--- src/rtl/NetworkPkg.sv ---
// Shared network types: the packet carried through the crossbar and
// the round-robin pointer type used by per-destination arbiters.
package NetworkPkg;

  localparam int NUM_PROC   = 4;
  localparam int ID_SIZE    = $clog2(NUM_PROC);
  localparam int DATA_WIDTH = 16;

  typedef logic [$clog2(NUM_PROC)-1:0] rr_ptr_t;

  typedef struct packed {
    logic [ID_SIZE-1:0]    src;
    logic [ID_SIZE-1:0]    dest;
    logic [DATA_WIDTH-1:0] memoryAddress;
  } pkt_t;

endpackage

--- src/rtl/pkt_fifo.sv ---
// Per-source packet queue: power-of-two circular buffer with a registered
// entry count; the head entry is presented combinationally.
module pkt_fifo
  import NetworkPkg::*;
#(
  parameter int DEPTH = 4
) (
  input  logic                   clk,
  input  logic                   rst_l,
  input  logic                   push,
  input  logic                   pop,
  input  pkt_t                   din,
  output pkt_t                   head,
  output logic                   empty,
  output logic                   full,
  output logic [$clog2(DEPTH):0] count
);

  localparam int AW = $clog2(DEPTH);

  pkt_t            mem_q [DEPTH];
  logic [AW-1:0]   wr_q, wr_d;
  logic [AW-1:0]   rd_q, rd_d;
  logic [AW:0]     cnt_q, cnt_d;
  logic            do_push, do_pop;

  // Full/empty come from the registered count only, so a same-cycle pop
  // never opens room for a push into a full queue.
  assign full    = (cnt_q == (AW+1)'(DEPTH));
  assign empty   = (cnt_q == '0);
  assign do_push = push && !full;
  assign do_pop  = pop && !empty;
  assign head    = mem_q[rd_q];
  assign count   = cnt_q;

  always_comb begin
    wr_d  = wr_q;
    rd_d  = rd_q;
    cnt_d = cnt_q;
    if (do_push) wr_d = wr_q + 1'b1;
    if (do_pop)  rd_d = rd_q + 1'b1;
    case ({do_push, do_pop})
      2'b10:   cnt_d = cnt_q + 1'b1;
      2'b01:   cnt_d = cnt_q - 1'b1;
      default: cnt_d = cnt_q;
    endcase
  end

  always_ff @(posedge clk or negedge rst_l) begin
    if (!rst_l) begin
      wr_q  <= '0;
      rd_q  <= '0;
      cnt_q <= '0;
    end else begin
      wr_q  <= wr_d;
      rd_q  <= rd_d;
      cnt_q <= cnt_d;
    end
  end

  always_ff @(posedge clk) begin
    if (do_push) mem_q[wr_q] <= din;
  end

endmodule

--- src/rtl/buffered_crossbar.sv ---
// Input-queued crossbar: one FIFO per source, one round-robin arbiter and
// one output holding register per destination.
module buffered_crossbar
  import NetworkPkg::*;
#(
  parameter int NUM_PROC = 4,
  parameter int DEPTH    = 4
) (
  input  logic                                  clk,
  input  logic                                  rst_l,
  input  pkt_t [NUM_PROC-1:0]                   packetSendIn,
  input  logic [NUM_PROC-1:0]                   packetCoreIn,
  output logic [NUM_PROC-1:0]                   acceptedOut,
  output logic [NUM_PROC-1:0]                   full,
  output logic [NUM_PROC-1:0][$clog2(DEPTH):0]  occupancy,
  output pkt_t [NUM_PROC-1:0]                   packetReceived,
  output logic [NUM_PROC-1:0]                   received,
  input  logic [NUM_PROC-1:0]                   outReady
);

  localparam int PW = $clog2(NUM_PROC);

  pkt_t [NUM_PROC-1:0]                 head;
  logic [NUM_PROC-1:0]                 empty;
  logic [NUM_PROC-1:0]                 pop;
  logic [NUM_PROC-1:0]                 ofree;
  logic [NUM_PROC-1:0]                 gnt_vld;
  logic [NUM_PROC-1:0][PW-1:0]         gnt_src;
  logic [NUM_PROC-1:0][NUM_PROC-1:0]   cand;
  logic [NUM_PROC-1:0][PW-1:0]         last_q, last_d;
  logic [NUM_PROC-1:0]                 vld_q, vld_d;
  pkt_t [NUM_PROC-1:0]                 pkt_q, pkt_d;

  // Reset gates acceptance so nothing is reported accepted while held in reset.
  assign acceptedOut = packetCoreIn & ~full & {NUM_PROC{rst_l}};

  for (genvar gi = 0; gi < NUM_PROC; gi++) begin : g_in
    pkt_fifo #(
      .DEPTH (DEPTH)
    ) u_fifo (
      .clk   (clk),
      .rst_l (rst_l),
      .push  (acceptedOut[gi]),
      .pop   (pop[gi]),
      .din   (packetSendIn[gi]),
      .head  (head[gi]),
      .empty (empty[gi]),
      .full  (full[gi]),
      .count (occupancy[gi])
    );
  end

  assign ofree = ~vld_q | outReady;

  always_comb begin
    cand = '0;
    for (int i = 0; i < NUM_PROC; i++) begin
      for (int j = 0; j < NUM_PROC; j++) begin
        cand[i][j] = !empty[i] && (head[i].dest == ID_SIZE'(j));
      end
    end
  end

  // Arbiters run independently; a source can win at most one destination
  // because its head names a single dest.
  always_comb begin
    logic [PW-1:0] idx;
    idx     = '0;
    gnt_vld = '0;
    gnt_src = '0;
    pop     = '0;
    for (int j = 0; j < NUM_PROC; j++) begin
      for (int k = 1; k <= NUM_PROC; k++) begin
        idx = PW'((int'(last_q[j]) + k) % NUM_PROC);
        if (ofree[j] && !gnt_vld[j] && cand[idx][j]) begin
          gnt_vld[j] = 1'b1;
          gnt_src[j] = idx;
        end
      end
    end
    for (int j = 0; j < NUM_PROC; j++) begin
      if (gnt_vld[j]) pop[gnt_src[j]] = 1'b1;
    end
  end

  always_comb begin
    vld_d  = vld_q;
    pkt_d  = pkt_q;
    last_d = last_q;
    for (int j = 0; j < NUM_PROC; j++) begin
      if (gnt_vld[j]) begin
        vld_d[j]  = 1'b1;
        pkt_d[j]  = head[gnt_src[j]];
        last_d[j] = gnt_src[j];
      end else if (ofree[j]) begin
        vld_d[j]  = 1'b0;
      end
    end
  end

  always_ff @(posedge clk or negedge rst_l) begin
    if (!rst_l) begin
      vld_q  <= '0;
      pkt_q  <= '0;
      last_q <= {NUM_PROC{PW'(NUM_PROC-1)}};
    end else begin
      vld_q  <= vld_d;
      pkt_q  <= pkt_d;
      last_q <= last_d;
    end
  end

  assign received       = vld_q;
  assign packetReceived = pkt_q;

endmodule

--- config.mk ---
export PLATFORM = sky130hd
export DESIGN_NAME = buffered_crossbar
export DESIGN_NICKNAME = d
export VERILOG_FILES = /design/src/rtl/NetworkPkg.sv /design/src/rtl/pkt_fifo.sv /design/src/rtl/buffered_crossbar.sv
export SDC_FILE = /design/constraint.sdc
export NUM_CORES = 1
export LEC_CHECK = 0
export CAP_MARGIN = 20
export CORE_MARGIN = 1.5
export CORE_UTILIZATION = 59
export CTS_BUF_LIST = sky130_fd_sc_hd__clkbuf_8
export CTS_CLUSTER_SIZE = 20
export DETAILED_ROUTE_END_ITERATION = 16
export PLACE_DENSITY_LB_ADDON = 0.25
export SLEW_MARGIN = 0
export SYNTH_ARGS = -nofsm -noshare
export SYNTH_HDL_FRONTEND = slang
export SYNTH_SLANG_ARGS = --single-unit
--- constraint.sdc ---
create_clock -name clk -period 7.9 [get_ports clk]
set_clock_uncertainty 0.2 [all_clocks]
set_input_delay 0.79 -clock clk [delete_from_list [all_inputs] [get_ports clk]]
set_output_delay 0.79 -clock clk [all_outputs]
set_load 0.05 [all_outputs]
==> results of run 1 <==
-- per-stage QoR --
stage	std cells	worst slack (ns)	cell area [µm²]
detailed placement	1936	2.688	22380
finish	2073	2.550	23870
global route	2073	2.390	23870
global placement	1935	2.578	22350
floorplan	1351	4.021	20100
CTS	2069	2.659	23780
-- cells in the final DEF (no fill, tap or decap), drive strengths merged, types with 6 or more instances in the layout --
cell type,netlist,layout
nand3,16,16
edfxtp,320,320
nor3,20,20
clkbuf,39,84
or3,12,12
and3,7,7
or2,9,9
inv,41,68
mux2,22,22
nor3b,6,6
buf,40,28
mux2i,91,91
nand2b,11,11
dfrtp,112,112
nor2,66,66
a221oi,8,8
xnor2,12,12
dfstp,8,8
o2bb2ai,7,7
clkinv,0,19
a222oi,13,13
mux4,82,82
nor2b,14,14
o211ai,11,11
o32ai,7,7
nand2,100,100
a211oi,29,29
ha,20,20
o221ai,15,15
xor2,12,12
o21ai,53,53
and2,25,25
clkdlybuf4s50,0,192
a31oi,16,16
a21oi,27,27
-- logic make-up after synthesis --
kind of cell | share of synthesized area (%)
xor gates and xnor gates | 1.046
and+or+nand+nor | 7.950
AOI/OAI and AO/OA | 8.754
adders and majority gates | 1.644
DFF | 62.81
buffers and inverters | 2.827
muxes | 14.97
-- per-layer routing --
layer,share of wire [%],wire [µm],global-route usage [%],vias to the layer above
met2,46,24330,46.03,692
met4,3.7,1958,12.49,0
li1,-,-,-,5713
met3,9.5,5020,6.345,110
met1,41,21360,43.39,6661
met5,0,0,0,-
-- state kept, by name (all words and copies together), names as in the netlist --
signal / count
g_in.u_fifo.count: 12
g_in.u_fifo.rd_q: 8
last_q: 8
packetReceived: 80
g_in.u_fifo.mem_q: 320
g_in.u_fifo.wr_q: 8
received: 4
-- cell usage after synthesis (10+ instances only) --
library cell,count
o211ai_1,10
a31oi_1,15
o21ai_0,47
and2_1,25
nand3_1,16
buf_2,15
edfxtp_1,320
nor2b_1,14
a21oi_1,26
xnor2_1,12
nor2_1,62
a222oi_1,13
nand2_1,97
mux2i_1,91
nor3_1,18
mux2_2,21
nand2b_1,11
or3_1,11
clkbuf_1,39
buf_4,12
xor2_1,12
a211oi_1,28
dfrtp_1,112
mux4_2,81
inv_1,39
o221ai_1,15
ha_1,20
-- repair_timing --
action	in CTS	in global routing
endpoints found under the setup margin	0	0
hold buffers	1	0
endpoints found under the hold margin	45	0
gates resized for setup	0	0
-- final cells by class --
cell class	count	area, µm²
inverter	41	153.9
sequential	440	12620
clock inverter	48	230.2
multi-input combinational	791	6917
clock buffer	84	1156
tap	448	560.5
fill	2209	9659
timing repair buffer	221	2233
-- critical path: stages, from the launching register on --
cell     delay [ns]
dfrtp_1        0.56
inv_2          0.16
or4_1          0.53
a31o_1         0.37
a32o_1         0.33
o31ai_2        0.84
o21ai_1        0.49
a22oi_1        0.50
or3_1          0.25
ha_1           0.20
inv_1          0.06
fa_1           0.37
xor2_1         0.15
nor2_1         0.11
xor2_1         0.15
-- how the worst min path moves through the flow --
stage | slack, ns | from | to | cells past startpoint
floorplan | 0.26 | last_q[5]$_DFFE_PN1N_ | last_q[5]$_DFFE_PN1N_ | 2
global placement | 0.25 | packetReceived[76]$_DFFE_PN0N_ | packetReceived[76]$_DFFE_PN0N_ | 1
detailed placement | 0.26 | packetReceived[36]$_DFFE_PN0N_ | packetReceived[36]$_DFFE_PN0N_ | 1
CTS | 0.28 | packetReceived[36]$_DFFE_PN0N_ | packetReceived[36]$_DFFE_PN0N_ | 1
global route | 0.29 | packetReceived[77]$_DFFE_PN0N_ | packetReceived[77]$_DFFE_PN0N_ | 1
finish | 0.28 | packetReceived[57]$_DFFE_PN0N_ | packetReceived[57]$_DFFE_PN0N_ | 1
==> impl_metrics.env, run 1 <==
export IMPL_outcome="finished clean"
export IMPL_row_count=67
export IMPL_area_delta_synth_final_pct=18.79
export IMPL_endpoint="g_in[2].u_fifo.count[2]$_DFFE_PN0P_"
export IMPL_hold_violations=0
export IMPL_route_detailed_drc=0
export IMPL_via_count=13180
export IMPL_num_antenna_cells=0
export IMPL_yosys_top_cells_area="edfxtp_1 (48%), dfrtp_1 (14%), mux4_2 (9.1%)"
export IMPL_criticalPathCategory="reg -> reg"
export IMPL_place_hpwl_um=36750
export IMPL_crit_fanout=11
export IMPL_whs_ns=0.2771
export IMPL_cts_tree="built"
export IMPL_maxCapViolCount=0
export IMPL_synthCells=1351
export IMPL_viasPerCell=6.356
export IMPL_max_freq_mhz=186.9
export IMPL_htree_levels=3
export IMPL_start_kind="flop"
export IMPL_worstRegToRegCells=14
export IMPL_critPathArrivalTime_ns=5.68
export IMPL_yosysSeqAreaShare_pct=62.81
export IMPL_avgSynthCellArea_um2=14.88
export IMPL_gr_total_overflow=0
export IMPL_wire_per_inst_um=25.41
export IMPL_finalSetupViolCount=0
export IMPL_yosys_warnings=0
export IMPL_dr_pass1_iters=9
export IMPL_tightestPinTransition_ns=1.090
export IMPL_rsz0062_at_grt="false"
export IMPL_io_pins=194
export IMPL_r2r_end="g_in[2].u_fifo.count[2]$_DFFE_PN0P_"
export IMPL_fin_crit_sh_pct=67.72
export IMPL_post_route_util_pct=71.19
export IMPL_synth_edf_count=320
export IMPL_synth_seq_cells=440
export IMPL_synth_main_ff_cell="edfxtp_1"
export IMPL_rr_startpoint="g_in[1].u_fifo.rd_q[0]$_DFFE_PN0P_"
export IMPL_insertion_delay_ns=0.62
export IMPL_clock_path_buffers=3
export IMPL_coreArea_mm2=0.03353
export IMPL_synth_top_cell_area_share_pct=47.81
export IMPL_postCtsSetupBuffers=0
export IMPL_finalMaxSlewViolations=0
export IMPL_grt_pass1_vias=13040
export IMPL_drtAntennaViolNets=0
export IMPL_r2r_slack_ns=2.55
export IMPL_synthArstFlopShare_pct=27.27
export IMPL_grt_usage_pct=30.36
export IMPL_synth_fp_nets=1465
export IMPL_synthDistinctLibCells=88
export IMPL_place_congestion=0.9371
export IMPL_hold_class="reg -> reg"
export IMPL_antenna_found_initial=0
export IMPL_dieArea_mm2=0.03518
export IMPL_yosysTopAreaCell="edfxtp_1"
export IMPL_grt_pass1_wl_um=79340
export IMPL_routed_wl_um=52670
export IMPL_crit_path_start="g_in[1].u_fifo.rd_q[0]$_DFFE_PN0P_"
export IMPL_nNetsFinal=1681
export IMPL_cts_sinks=440
export IMPL_die_w_um=187.6
export IMPL_start_util_pct=59.93
export IMPL_finalCriticalPeriod_ns=5.350
export IMPL_die_y_um=187.6
export IMPL_clk_pin_slew_worst_paths_ns=0.06
export IMPL_port_buffers=193
export IMPL_cts_buffers=72
export IMPL_cts_root_buffer="clkbuf_8"
export IMPL_fin_setup_tns_ns=0
export IMPL_max_slew_margin_pct=27.36
export IMPL_grt_max_degree=75
export IMPL_syn_area_mm2=0.02010
export IMPL_drive_above_1_share_pct=16.68
export IMPL_drtIter0Drc=1343
export IMPL_worst_setup_path_end_kind="flop"
export IMPL_required_ns=8.23
Power of run 1 is left out: the tool's default activity adds up to more than one toggle a clock period on the data nets, which glitch-free logic cannot reach.
==> run 2, diff against run 1 <==
clock period = 5.2 ns   (was 7.9 ns; I/O delays follow)
==> run 2 against run 1 <==
Effect of this change: hold slack got worse by 0.093 ns; utilization increased by 0.35 points; die area unchanged; final cell count increased by 0.77%; sequential share of layout area decreased by 0.26 points; critical endpoint is now g_in[1].u_fifo.count[2]$_DFFE_PN0P_.
==> impl_metrics.env, run 2 (synthesis results as in run 1) <==
export IMPL_outcome="finished clean"
export IMPL_drive_above_1_share_pct=16.88
export IMPL_place_hpwl_um=38020
export IMPL_path_cells="buf_4 -> nor4bb_1 -> nor4_1 -> nor2_1 -> a32o_1 -> o31ai_2 -> a221o_1 -> nand2_4 -> o221ai_1 -> ha_1 -> inv_1 -> fa_1 -> xor2_1 -> nor2_1 -> xor2_1"
export IMPL_crit_buf_inv=2
export IMPL_routed_wl_um=54330
export IMPL_rr_startpoint="g_in[2].u_fifo.rd_q[0]$_DFFE_PN0P_"
export IMPL_start_kind="flop"
export IMPL_slowest_stage="o31ai_2"
export IMPL_via_count=13380
export IMPL_grt_pass1_vias=13280
export IMPL_htree_levels=3
export IMPL_clk_pin_slew_worst_paths_ns=0.07
export IMPL_tightestPinTransition_ns=1.159
export IMPL_finalSetupViolCount=0
export IMPL_met2_length_um=25370
export IMPL_viasPerCell=6.404
export IMPL_final_common_cell="edfxtp_1"
export IMPL_top_register="g_in.u_fifo.mem_q"
export IMPL_maxCapViolCount=0
export IMPL_cts_hold_repair_buffers=1
export IMPL_critPathArrivalTime_ns=5.25
export IMPL_final_cell_mix="edfxtp_1 (320), clkdlybuf4s50_1 (192), dfrtp_1 (112)"
export IMPL_coreArea_mm2=0.03353
export IMPL_worst_setup_path_end_kind="flop"
export IMPL_hold_class="in -> async"
export IMPL_largest_register_ffs=320
export IMPL_criticalPathCategory="reg -> reg"
export IMPL_fin_setup_tns_ns=0
export IMPL_die_y_um=187.6
export IMPL_fillers=2204
export IMPL_required_ns=5.53
export IMPL_crit_path_start="g_in[2].u_fifo.rd_q[0]$_DFFE_PN0P_"
export IMPL_port_buffers=193
export IMPL_dieArea_mm2=0.03518
export IMPL_wire_per_inst_um=26.01
export IMPL_cts_sinks=440
export IMPL_cts_resized=0
export IMPL_multi_input_area_mm2=0.006917
export IMPL_fin_crit_sh_pct=94.61
export IMPL_insertion_delay_ns=0.63
export IMPL_antenna_found_initial=0
export IMPL_grt_max_degree=69
export IMPL_cp_top_family="compound AO/OA/AOI/OAI gates"
export IMPL_route_detailed_drc=0
export IMPL_rsz0062_at_grt="false"
export IMPL_cts_tree="built"
export IMPL_seq_area_mm2=0.01262
export IMPL_hold_violations=0
export IMPL_clock_path_buffers=3
export IMPL_die_w_um=187.6
export IMPL_num_antenna_cells=0
export IMPL_drtIter0Drc=1639
export IMPL_gr_total_overflow=0
export IMPL_grt_pass1_wl_um=81450
export IMPL_drtAntennaViolNets=0
export IMPL_finalCriticalPeriod_ns=4.920
export IMPL_max_slew_margin_pct=22.48
export IMPL_drt_met1_wl_um=21480
export IMPL_crit_path_max_incr_delay_ns=0.88
export IMPL_post_route_util_pct=71.54
export IMPL_dr_pass1_iters=6
export IMPL_cts_root_buffer="clkbuf_8"
export IMPL_finalMaxSlewViolations=0
export IMPL_max_freq_mhz=203.3
export IMPL_area_delta_synth_final_pct=19.37
export IMPL_place_congestion=0.9170
export IMPL_top_layer_used="met4"
export IMPL_crit_fanout=13
export IMPL_nNetsFinal=1698
export IMPL_row_count=67
export IMPL_cts_buffers=73
export IMPL_io_pins=194
export IMPL_postCtsSetupBuffers=0
export IMPL_start_util_pct=59.93
export IMPL_grt_usage_pct=31.40
export IMPL_wl_met3_um=5212
-- run 2: worst paths after layout --
kind                                                            end  slack (ns)  cells past startpoint
worst min register to register       packetReceived[76]$_DFFE_PN0N_        0.27                      1
max in group asynchronous            packetReceived[44]$_DFFE_PN0N_        2.92                      4
min in group clk                     packetReceived[76]$_DFFE_PN0N_        0.27                      1
worst max-delay path            g_in[1].u_fifo.count[2]$_DFFE_PN0P_        0.28                     15
worst max register to register  g_in[1].u_fifo.count[2]$_DFFE_PN0P_        0.28                     15
worst min-delay path             g_in[1].u_fifo.rd_q[1]$_DFFE_PN0P_        0.18                      2
-- run 2: through the flow --
| stage | setup WS [ns] | instances | hold WS (ns) | cell area, µm² |
|---|---|---|---|---|
| 2_1_floorplan | 1.321 | 1351 | 0.02441 | 20100 |
| 4_1_cts | 0.2912 | 2082 | 0.1605 | 23800 |
| 3_5_place_dp | 0.3448 | 1949 | 0.2518 | 22460 |
| 3_3_place_gp | 0.3948 | 1949 | 0.2490 | 22460 |
| 6_report | 0.2805 | 2089 | 0.1846 | 23990 |
| 5_1_grt | 0.01358 | 2089 | 0.1865 | 23990 |
-- run 2: layout make-up --
cell class	instances	area share (%)
clock buffers	79	4.532
flip-flops and latches	440	52.62
well taps	448	2.337
inverters	41	0.6415
multi-input cells	791	28.83
clock inverters	53	1.022
repair buffers	237	10.02
-- run 2: layer usage --
metal	vias up	global-route usage (%)
met5	-	0
met1	6717	44.09
met4	0	13.51
met2	774	48.22
met3	132	6.551
li1	5754	-
-- run 2: worst register-to-register path, cell delays in order, from the launching register on --
cell and delay, ns:
dfrtp_1 0.42, buf_4 0.22, nor4bb_1 0.15, nor4_1 0.49, nor2_1 0.12, a32o_1 0.28
o31ai_2 0.88, a221o_1 0.42, nand2_4 0.14, o221ai_1 0.42, ha_1 0.26, inv_1 0.06
fa_1 0.37, xor2_1 0.15, nor2_1 0.11, xor2_1 0.15
Power of run 2 is left out for the same reason.
==> run 3, diff against run 2 <==
CORE_MARGIN = unset   (was 1.5)
==> run 3 against run 2 <==
Effect of this change: critical path depth unchanged; register-to-register slack gained 0.24 ns; maximum frequency grew 5.1%; sequential share of layout area up 0.17 points; utilization shrank 0.23 points; non-clock buffer count decreased by 5; first-iteration DRC count is 5.8% lower; count of clock-buffer cells in the layout decreased by 3; die area shrank 1.1%; hold slack worse by 0.030 ns.
==> impl_metrics.env, run 3 (synthesis results as in run 1) <==
export IMPL_outcome="finished clean"
export IMPL_rsz0062_at_grt="false"
export IMPL_hold_violations=0
export IMPL_wire_per_inst_um=25.69
export IMPL_tightestPinTransition_ns=1.112
export IMPL_start_util_pct=59.93
export IMPL_area_delta_synth_final_pct=18.98
export IMPL_final_cell_mix="edfxtp_1 (320), clkdlybuf4s50_1 (192), dfrtp_1 (112)"
export IMPL_worst_setup_path_end_kind="flop"
export IMPL_insertion_delay_ns=0.63
export IMPL_clock_path_buffers=3
export IMPL_die_w_um=186.6
export IMPL_crit_fanout=16
export IMPL_gr_total_overflow=0
export IMPL_grt_max_degree=62
export IMPL_cts_tree="built"
export IMPL_nNetsFinal=1691
export IMPL_port_buffers=193
export IMPL_critPathArrivalTime_ns=5.02
export IMPL_finalCriticalPeriod_ns=4.683
export IMPL_cts_root_buffer="clkbuf_8"
export IMPL_finalSetupViolCount=0
export IMPL_grt_pass1_wl_um=80210
export IMPL_cts_buffers=71
export IMPL_use_met2_pct=48.95
export IMPL_via_count=13140
export IMPL_row_count=67
export IMPL_top_register="g_in.u_fifo.mem_q"
export IMPL_antenna_found_initial=1
export IMPL_grt_pass1_vias=13120
export IMPL_required_ns=5.53
export IMPL_coreArea_mm2=0.03353
export IMPL_largest_register_ffs=320
export IMPL_max_freq_mhz=213.6
export IMPL_grtUsageMet3_pct=7.730
export IMPL_route_detailed_drc=0
export IMPL_drtAntennaViolNets=0
export IMPL_max_slew_margin_pct=25.84
export IMPL_grt_usage_pct=31.33
export IMPL_dr_pass1_iters=5
export IMPL_htree_levels=3
export IMPL_fin_crit_sh_pct=90.05
export IMPL_viasPerCell=6.308
export IMPL_fin_setup_tns_ns=0
export IMPL_finalMaxSlewViolations=0
export IMPL_cts_resized=0
export IMPL_busiest_layer="met2"
export IMPL_place_congestion=0.9210
export IMPL_place_hpwl_um=37560
export IMPL_clk_pin_slew_worst_paths_ns=0.06
export IMPL_drive_above_1_share_pct=16.71
export IMPL_cts_sinks=440
export IMPL_drtIter0Drc=1544
export IMPL_fillers=2212
export IMPL_die_y_um=186.6
export IMPL_final_common_cell="edfxtp_1"
export IMPL_io_pins=194
export IMPL_dieArea_mm2=0.03480
export IMPL_routed_wl_um=53510
export IMPL_hold_class="in -> async"
export IMPL_start_kind="flop"
export IMPL_maxCapViolCount=0
export IMPL_criticalPathCategory="reg -> reg"
export IMPL_use_met1_pct=42.40
## run 3: path summary, 6_finish.rpt
kind	to	startpoint	slack, ns	depth (start not counted)
min in group clk	packetReceived[76]$_DFFE_PN0N_	packetReceived[76]$_DFFE_PN0N_	0.27	1
worst max-delay path	g_in[3].u_fifo.count[2]$_DFFE_PN0P_	g_in[1].u_fifo.rd_q[0]$_DFFE_PN0P_	0.52	15
max in group asynchronous	packetReceived[59]$_DFFE_PN0N_	rst_l	2.87	4
worst min register to register	packetReceived[76]$_DFFE_PN0N_	packetReceived[76]$_DFFE_PN0N_	0.27	1
worst min-delay path	g_in[2].u_fifo.count[2]$_DFFE_PN0P_	rst_l	0.15	2
worst max register to register	g_in[3].u_fifo.count[2]$_DFFE_PN0P_	g_in[1].u_fifo.rd_q[0]$_DFFE_PN0P_	0.52	15
## run 3: area by class of cell
class	instances	area (µm²)	share of cell area, %
Timing Repair Buffer	232	2306	9.644
Sequential cell	440	12620	52.79
Clock inverter	54	304.0	1.272
Tap cell	448	560.5	2.344
Antenna cell	1	2.502	0.01047
Clock buffer	76	1046	4.374
Inverter	41	153.9	0.6436
Multi-Input combinational cell	791	6917	28.93
## run 3: stage by stage
| stage | setup WS [ns] | cell area (µm²) | instances | utilization [%] | hold WS, ns |
|---|---|---|---|---|---|
| final | 0.5173 | 23910 | 2083 | 71.31 | 0.1543 |
| after global routing | 0.3582 | 23910 | 2082 | 71.30 | 0.1386 |
| after CTS | 0.5899 | 23800 | 2078 | 70.98 | 0.1132 |
| after detailed placement | 0.5755 | 22440 | 1947 | 66.93 | 0.2202 |
| after global placement | 0.6202 | 22440 | 1947 | 66.93 | 0.2169 |
| after floorplan | 1.321 | 20100 | 1351 | - | 0.02441 |
## run 3: worst max-delay path, stage by stage, from the launching register on
cell,delay [ns]
dfrtp_1,0.50
inv_2,0.13
or4_1,0.52
a31o_1,0.37
o32ai_2,0.40
or2_1,0.37
a221o_1,0.28
buf_4,0.27
o211ai_1,0.23
nand3_1,0.24
ha_1,0.22
inv_1,0.06
fa_1,0.37
xor2_1,0.15
nor2_1,0.11
xor2_1,0.16
## run 3: what timing repair did
item	4_1_cts	5_1_grt
hold endpoints to repair	22	0
hold buffers	1	0
buffers inserted	0	0
## run 3: metal layers
metal | up-vias | share of wire [%]
met5 | - | 0
met4 | 0 | 3.6
met3 | 116 | 8.2
met2 | 646 | 48
met1 | 6637 | 41
li1 | 5740 | -
Power of run 3 is left out for the same reason.
==> patch, RTL diff (config.mk and constraints of run 2) <==
`DEPTH` is set to 4 in 2 places; all go to 8.
--- a/src/rtl/pkt_fifo.sv
+++ b/src/rtl/pkt_fifo.sv
@@ -4,5 +4,5 @@
   import NetworkPkg::*;
 #(
-  parameter int DEPTH = 4
+  parameter int DEPTH = 8
 ) (
   input  logic                   clk,
--- a/src/rtl/buffered_crossbar.sv
+++ b/src/rtl/buffered_crossbar.sv
@@ -5,5 +5,5 @@
 #(
   parameter int NUM_PROC = 4,
-  parameter int DEPTH    = 4
+  parameter int DEPTH    = 8
 ) (
   input  logic                                  clk,
Ports: changed (resized occupancy); port bits go from 194 to 198. The function was not compared with the original's and may differ.
==> patch against run 2 <==
First-iteration DRC count grew 31%. Core utilization fell by 1.4 points. Sequential cell count rose by 332. Hold slack worse by 0.13 ns. Area after synthesis up 62%. Cell count grew 47%. Fmax down 0.59%. Final area up 59%. Wire length rose by 47%. Setup slack got worse by 0.029 ns. Non-clock buffer count up 46. Critical path type unchanged. Highest routed layer unchanged.
Power is left out: the tool's default activity adds up to more than one toggle a clock period on the data nets, which glitch-free logic cannot reach.
==> patch: results (changes against run 2) <==
Buffers on Ports - 197 (was 193)
Final nets - 2,374 (was 1,698)
Fillers - 3,431 (was 2,204)
Min-Delay Path Class - in2async (unchanged)
Max FFs per register - 640 (was 320)
Number of global-route vias before repair - 18,970 (was 13,280)
Startpoint of the worst-slack reg-to-reg timing path - g_in[1].u_fifo.rd_q[2]$_DFFE_PN0P_ (was g_in[2].u_fifo.rd_q[0]$_DFFE_PN0P_)
Largest net degree at the start of global routing - 58 (was 69)
Critical path arrival - 5.33 ns (was 5.25 ns)
R2R depth - 17 (was 15)
Worst r2r dst - g_in[1].u_fifo.count[3]$_DFFE_PN0P_ (was g_in[1].u_fifo.count[2]$_DFFE_PN0P_)
Post-synthesis xor/xnor area fraction - 0.7525% (was 1.046%)
Clock Pin Slew Worst Setup and Hold Paths - 0.06 ns
Seq/Total Area, Yosys - 69.14% (was 62.81%)
Worst-margin pin slew - 1.032 ns (was 1.159 ns)
Async S/R FF share, synth - 17.10% (was 27.27%)
Total CTS buffers - 115 (was 73)
CP Capture Type - flip-flop (unchanged)
CTS H-Tree Depth - 3 (unchanged)
Clock root buffer - clkbuf_8 (unchanged)
Synth top cells by count - edfxtp_1, nand2_1, mux4_2, dfrtp_1, nor2_1 (was edfxtp_1, dfrtp_1, nand2_1, mux2i_1, mux4_2)
Status - completed (unchanged)
Top post-synthesis cells by area - edfxtp_1, mux4_2, dfrtp_1, mux2i_1, nand2_1 (was edfxtp_1, dfrtp_1, mux4_2, mux2i_1, nand2_1)
DPL Wire Length - 53.35 mm (was 38.02 mm)
Post-synthesis cell type count - 67 (was 88)
Portion of netlist area occupied by mux cells - 14.71% (was 14.97%)
Synthesized net count - 2,095 (was 1,465)
Crit Path Max Fanout - 11 (was 13)
Adder-Cell Fraction of Synth Area - 1.014% (was 1.644%)
Commonest register cell after synthesis - edfxtp_1 (unchanged)
Most flops, register - g_in.u_fifo.mem_q (unchanged)
R2r setup slk - 0.25 ns (was 0.28 ns)
CTS max path bufs - 3 (unchanged)
Clk Latency, worst-skew pair - 0.75 ns (was 0.63 ns)
EDFF count, synth - 640 (was 320)
Post-CTS sizing - 0 (unchanged)
Synth Area in Compound Gates - 6.201% (was 8.754%)
Drt wl/cell - 26.09 um (was 26.01 um)
Global Route Usage Sum - 28.96% (was 31.40%)
Initial antenna violation count - 3 (was 0)
Hold bufs inserted after CTS - 1 (unchanged)
First DRT Iteration DRCs - 2,148 (was 1,639)
DR vias/cell - 6.284 (was 6.404)
Routability-driven placement congestion ratio - 0.9436 (was 0.9170)
Proportion of layout cells with a drive suffix above 1 - 20.48% (was 16.88%)
Global-route wire length before repair - 120.5 mm (was 81.45 mm)
-- patch: changes by cell type after synthesis, sizes merged, moves of 13 or more --
cell    before  now
a211o        1   20
a222oi      13    0
clkbuf      39   74
edfxtp     320  640
mux2        22   39
mux4        82  152
nand2      100  168
nor2        66  114
o211ai      11   52
o221ai      15    1
-- patch: layout make-up --
| class | instances | area share (%) |
|---|---|---|
| diodes | 3 | 0.01972 |
| clock buffers | 133 | 4.809 |
| clock inverters | 87 | 1.433 |
| inverters | 32 | 0.3156 |
| multi-input cells | 1056 | 25.03 |
| flip-flops and latches | 772 | 59.21 |
| well taps | 696 | 2.288 |
| repair buffers | 283 | 6.887 |
-- patch: per-stage QoR --
step / cells / instance area, um2 / util (%) / setup slack (ns) / hold slack [ns]
floorplan: 1981 / 32590 / - / 0.7648 / 0.02441
global placement: 2838 / 35670 / 65.76 / 0.4297 / 0.2408
detailed placement: 2838 / 35670 / 65.76 / 0.3322 / 0.2491
CTS: 3059 / 38050 / 70.16 / 0.3126 / 0.01612
global route: 3061 / 38060 / 70.17 / 0.01848 / 0.04826
finish: 3062 / 38060 / 70.17 / 0.2513 / 0.05923
-- patch: worst max-delay path: stages, from the launching register on --
cell and delay, ns:
dfrtp_1 0.59, mux4_2 0.57, mux2i_1 0.25, nand4_1 0.49
and3_1 0.39, o2111ai_1 0.22, a21oi_1 0.17, a32o_1 0.27
nor3_2 0.13, buf_4 0.18, inv_1 0.07, ha_1 0.23
ha_1 0.28, a21o_1 0.17, a21oi_1 0.19, xnor2_1 0.15
nor2_1 0.07, xor2_1 0.15
-- patch: routing by layer --
layer	track usage [%]	up-vias	share of wire (%)
met2	44.84	902	48
met4	9.148	0	2.5
met5	0	-	0
li1	-	8367	-
met1	42.11	9850	40
met3	5.807	124	9.5
